$ cat src/rtl/decoder_pkg.sv
`default_nettype none
// ============================================================================
// Module      : decoder_pkg
// Description : Shared types and constants for the Gray decoder datapath
//               (binary-to-BCD stage and 7-segment drivers).
// Revision    : 1.0 - initial release
// ============================================================================
package decoder_pkg;

    // One BCD digit, legal values 0..9
    typedef logic [3:0] bcd_digit_t;

    // Largest legal BCD digit value
    localparam bcd_digit_t BCD_MAX = 4'd9;

    // Legal WIDTH range for the converter (63 keeps tens at or below 9)
    localparam int MIN_WIDTH = 4;
    localparam int MAX_WIDTH = 6;

endpackage : decoder_pkg
`default_nettype wire

$ cat src/rtl/units_if.sv
`default_nettype none
// ============================================================================
// Module      : units_if
// Description : Valid-qualified binary input / BCD output bundle for the
//               units converter stage.
// Revision    : 1.0 - initial release
// ============================================================================
interface units_if
    import decoder_pkg::*;
#(
    parameter int WIDTH = 4
);

    logic             in_valid;
    logic [WIDTH-1:0] binary_code;
    logic             out_valid;
    bcd_digit_t       binary_units;
    bcd_digit_t       binary_tens;

    // Upstream side: supplies the code, observes the digits
    modport master (
        output in_valid,
        output binary_code,
        input  out_valid,
        input  binary_units,
        input  binary_tens
    );

    // Converter side
    modport slave (
        input  in_valid,
        input  binary_code,
        output out_valid,
        output binary_units,
        output binary_tens
    );

endinterface : units_if
`default_nettype wire

$ cat src/rtl/units_bin2bcd_comb.sv
`default_nettype none
// ============================================================================
// Module      : bin2bcd_comb
// Description : Combinational double-dabble (shift-and-add-3) converter from
//               a WIDTH-bit unsigned value to a units and tens BCD digit.
// Revision    : 1.0 - initial release
// ============================================================================
module bin2bcd_comb
    import decoder_pkg::*;
#(
    parameter int WIDTH = 4
) (
    input  wire logic [WIDTH-1:0] binary,
    output bcd_digit_t            units,
    output bcd_digit_t            tens
);

    // Scratch register: {tens, units, binary}; binary bits shift into units
    logic [WIDTH+7:0] shift_reg;

    // Unrolled double-dabble: correct each BCD nibble >= 5 by +3, then shift
    always_comb begin
        shift_reg = {8'd0, binary};
        for (int i = 0; i < WIDTH; i++) begin
            if (shift_reg[WIDTH+3:WIDTH] >= 4'd5)
                shift_reg[WIDTH+3:WIDTH] = shift_reg[WIDTH+3:WIDTH] + 4'd3;
            if (shift_reg[WIDTH+7:WIDTH+4] >= 4'd5)
                shift_reg[WIDTH+7:WIDTH+4] = shift_reg[WIDTH+7:WIDTH+4] + 4'd3;
            shift_reg = shift_reg << 1;
        end
        units = shift_reg[WIDTH+3:WIDTH];
        tens  = shift_reg[WIDTH+7:WIDTH+4];
    end

endmodule : bin2bcd_comb
`default_nettype wire

$ cat src/rtl/units.sv
`default_nettype none
// ============================================================================
// Module      : units
// Description : Registered binary-to-BCD stage (units + tens digits) with a
//               one-cycle valid pipeline. Outputs hold when no valid input.
// Revision    : 1.0 - initial release
// ============================================================================
module units
    import decoder_pkg::*;
#(
    parameter int WIDTH = 4
) (
    input  wire logic clk,
    input  wire logic rst_n,
    units_if.slave    bus
);

    // Reject widths whose maximum value would not fit in two BCD digits
    // (or that are too narrow for the Gray datapath)
    generate
        if (WIDTH < MIN_WIDTH || WIDTH > MAX_WIDTH) begin : g_bad_width
            $error("units: WIDTH=%0d outside legal range 4..6", WIDTH);
        end
    endgenerate

    bcd_digit_t conv_units;
    bcd_digit_t conv_tens;

    bin2bcd_comb #(
        .WIDTH (WIDTH)
    ) u_bin2bcd (
        .binary (bus.binary_code),
        .units  (conv_units),
        .tens   (conv_tens)
    );

    // Valid pipeline flag; cleared immediately by reset
    always_ff @(posedge clk or negedge rst_n) begin
        if (!rst_n)
            bus.out_valid <= 1'b0;
        else
            bus.out_valid <= bus.in_valid;
    end

    // Digit registers load only on valid input, otherwise hold last result
    always_ff @(posedge clk or negedge rst_n) begin
        if (!rst_n) begin
            bus.binary_units <= 4'd0;
            bus.binary_tens  <= 4'd0;
        end else if (bus.in_valid) begin
            bus.binary_units <= conv_units;
            bus.binary_tens  <= conv_tens;
        end
    end

endmodule : units
`default_nettype wire

$ cat src/flat_wrapper.sv
// flat-port wrapper written by rule: the top's interface ports become plain ports
module units_flat import decoder_pkg::*;
#(
    parameter int WIDTH = 4
)
  (clk, rst_n, bus_in_valid, bus_binary_code, bus_out_valid, bus_binary_units, bus_binary_tens);
  units_if #(.WIDTH(WIDTH)) bus_i ();
  input  wire logic clk;
  input  wire logic rst_n;
  input wire logic [$bits(bus_i.in_valid)-1:0] bus_in_valid;
  input wire logic [$bits(bus_i.binary_code)-1:0] bus_binary_code;
  output wire logic [$bits(bus_i.out_valid)-1:0] bus_out_valid;
  output wire logic [$bits(bus_i.binary_units)-1:0] bus_binary_units;
  output wire logic [$bits(bus_i.binary_tens)-1:0] bus_binary_tens;
  assign bus_i.in_valid = bus_in_valid;
  assign bus_i.binary_code = bus_binary_code;
  assign bus_out_valid = bus_i.out_valid;
  assign bus_binary_units = bus_i.binary_units;
  assign bus_binary_tens = bus_i.binary_tens;
  units #(.WIDTH(WIDTH)) u_core (.clk(clk), .rst_n(rst_n), .bus(bus_i));
endmodule
$ cat config.mk
export PLATFORM = sky130hd
export DESIGN_NAME = units_flat
export DESIGN_NICKNAME = d
export VERILOG_FILES = /design/src/rtl/decoder_pkg.sv /design/src/rtl/units_if.sv /design/src/rtl/units_bin2bcd_comb.sv /design/src/rtl/units.sv /design/src/flat_wrapper.sv
export SDC_FILE = /design/constraint.sdc
export NUM_CORES = 1
export LEC_CHECK = 0
export CAP_MARGIN = 15
export CORE_AREA = 2 2 39 41
export DETAILED_ROUTE_END_ITERATION = 10
export DIE_AREA = 0 0 41 43
export GPL_ROUTABILITY_DRIVEN = 0
export HOLD_SLACK_MARGIN = 0.06
export PLACE_DENSITY = 0.56
export SYNTH_ARGS = -nofsm -noshare
export SYNTH_HDL_FRONTEND = slang
export SYNTH_SLANG_ARGS = --single-unit
$ cat constraint.sdc
create_clock -name clk -period 1.18 [get_ports clk]
set_clock_uncertainty 0.15 [all_clocks]
set_input_delay 0.354 -clock clk [delete_from_list [all_inputs] [get_ports clk]]
set_output_delay 0.354 -clock clk [all_outputs]
set_load 0.01 [all_outputs]
==> results.cfg <==
[run_status]
status = finished with violations
violations = negative setup slack

[layout]
final.fill_count = 142
final_nets = 71
layout_commonest_cell = buf_4
antenna_cells = 0
stdcell_count = 75
multi_input_area_um2 = 190
regArea_um2 = 150
final_cell_mix = buf_4, dfrtp_1, buf_2
area_delta_synth_final_pct = 86.2
layout-drive-gt1-share_pct = 59.3
final_util_pct = 45.1

[setup_path]
cp-end-kind = register
max_stage_delay_ns = 0.25
path_class = primary input to register
path_buf_inv = 3
crit_required_ns = 1.16
crit_arrival_ns = 1.28
crit_path_frequent_cell = ha_4
crit_family = adder cells
cp_slowest_cell = mux2_4
cp_cell_sequence = buf_12, inv_12, ha_4, inv_2, ha_4, a21oi_4, xnor2_1, mux2_4
start_kind = primary input
cp_max_fo = 3

[global_route]
met3_usage_pct = 0
first_global_vias = 290
gr-usage-met1_pct = 12.8
grt-busiest-layer = met2
antenna_found_initial = 0
grt_usage_pct = 9.50
grtUsageMet2_pct = 13.4
grt-ovfl-total = 0
grt_max_degree = 8
grt_pass1_wl_um = 1130

[routing]
ant_nets = 0
drt_iter0_drc = 2
drc_errors = 0
wl_um = 624
dr.pass1.iters = 2
avgViaCountPerCell = 3.95
wl_per_cell_um = 8.32
num_vias = 296

[yosys]
synth.distinct_cells = 17
synth_adder_area_share_pct = 11.2
ys_ff_latch = 6
ys_warn_count = 0
seq_area_frac_synth_pct = 44.8
syn_avg_cell_area_um2 = 10.2
synthCells = 33
synth_xor_area_share_pct = 2.61
synth_top_family_by_area = buffers and inverters
synth_area_um2 = 335
synth_mux_area_share_pct = 7.84
synth-simple-area-share_pct = 5.22
synth-compound-area-share_pct = 13.4

[timing]
drv_slew = 0
hold_viol = 0
whs_ns = 0.202
finalSetupViolCount = 11
timing.final.crit_period_ns = 1.30
worst_slack_ns = -0.122
period_share_pct = 110
clock.fmax_ghz = 0.768
rsz0062_at_grt = true

[die]
start_util_pct = 24.2
die_w_um = 41
core_area_um2 = 1380
num_rows = 14
die_height_um = 43
die_area_um2 = 1760
num_io_pins = 16

[power]
pwr_density_cell_nw_per_um2 = 1030
power_leakage_nw = 0.299
vdd_drop_max_mv = 0.318

[clock_network]
h-tree-depth = 1
cts_root_buf = clkbuf_4
clock_sinks = 6
numCtsBuffers = 3
clk_pin_slew_worst_paths_ns = 0.04
cts_tree = done
cts_max_path_buffers = 2
clkLatencyLatePin_ns = 0.24

[min_path]
hp-class = primary input to asynchronous set/reset pin

[placement]
portBuffers = 12
dp_hpwl_um = 495
dp_cells = 67

[job]
maxCapViolCount = 0
power breakdown:
| group | internal [mW] | switching (mW) | total, mW |
|---|---|---|---|
| sequential | 0.230 | 0.0104 | 0.240 |
| clock | 0.115 | 0.0691 | 0.184 |
| combinational | 0.134 | 0.0851 | 0.219 |
| total | 0.479 | 0.165 | 0.643 |
stage by stage:
step | instance area (um^2) | worst slack (ns) | TNS [ns] | power, mW
after floorplan | 390 | -0.230 | -0.509 | 0.333
after global placement | 563 | -0.901 | -4.93 | 0.440
after detailed placement | 563 | -0.917 | -5.00 | 0.444
after CTS | 603 | -0.0998 | -0.801 | 0.644
after global routing | 624 | -0.153 | -1.14 | 0.696
final | 624 | -0.122 | -0.717 | 0.643
timing repair:
action | CTS | global route
resized for setup | 42 | 3
pin swaps | 3 | 3
hold buffers | 0 | 0
setup buffers | 4 | 1
setup endpoints to repair | 11 | 11
layout make-up:
cell class,count,area share [%]
repair buffers,25,33.3
inverters,5,5.41
well taps,16,3.21
flip-flops and latches,6,24.0
clock buffers,3,3.61
multi-input cells,20,30.5
Yosys cell counts:
master / n / area share, %
conb_1: 1 / 1.1
ha_1: 3 / 11
xnor2_1: 1 / 2.6
buf_2: 1 / 1.5
nand2_1: 1 / 1.1
buf_4: 3 / 6.7
inv_1: 5 / 5.6
a21oi_2: 1 / 2.6
or2_2: 1 / 1.9
dfrtp_1: 6 / 45
nor2_1: 2 / 2.2
o22ai_1: 1 / 1.9
a31oi_1: 1 / 1.9
mux2_4: 1 / 4.5
o221ai_1: 1 / 2.6
o21ai_0: 3 / 4.5
mux2_2: 1 / 3.4
final timing paths:
path                       cells after the start                       start                          to  slack, ns
setup / recovery                               8          bus_binary_code[2]  u_core.bus.binary_units[1]      -0.12
hold / removal                                 1                       rst_n  u_core.bus.binary_units[2]       0.20
setup reg to reg                               3  u_core.bus.binary_units[1]  u_core.bus.binary_units[1]       0.05
hold reg to reg                                1  u_core.bus.binary_units[0]  u_core.bus.binary_units[0]       0.35
max in group asynchronous                      1                       rst_n  u_core.bus.binary_units[3]       0.46
min in group clk                               3          bus_binary_code[1]   u_core.bus.binary_tens[0]       0.31
cells by family (layout without fill, tap and decap cells):
| kind of cell | after synthesis | after routing |
|---|---|---|
| xor+xnor | 1 | 1 |
| mux | 2 | 2 |
| fa+ha+maj | 3 | 3 |
| flops | 6 | 6 |
| simple gates | 4 | 4 |
| buf+inv | 9 | 33 |
| other cells | 1 | 3 |
| compound gates | 7 | 7 |
state kept, by name, summed over array words and instances, names as in the netlist:
| name | cells |
|---|---|
| u_core.bus.binary_tens | 1 |
| u_core.bus.binary_units | 4 |
| u_core.bus.out_valid | 1 |
metal layers:
metal | up-vias | wire, um
met5 | - | 0
met1 | 130 | 275
met3 | 0 | 48
met2 | 11 | 300
li1 | 155 | -
met4 | 0 | 0
No activity file was read; power rests on OpenSTA's default activity.
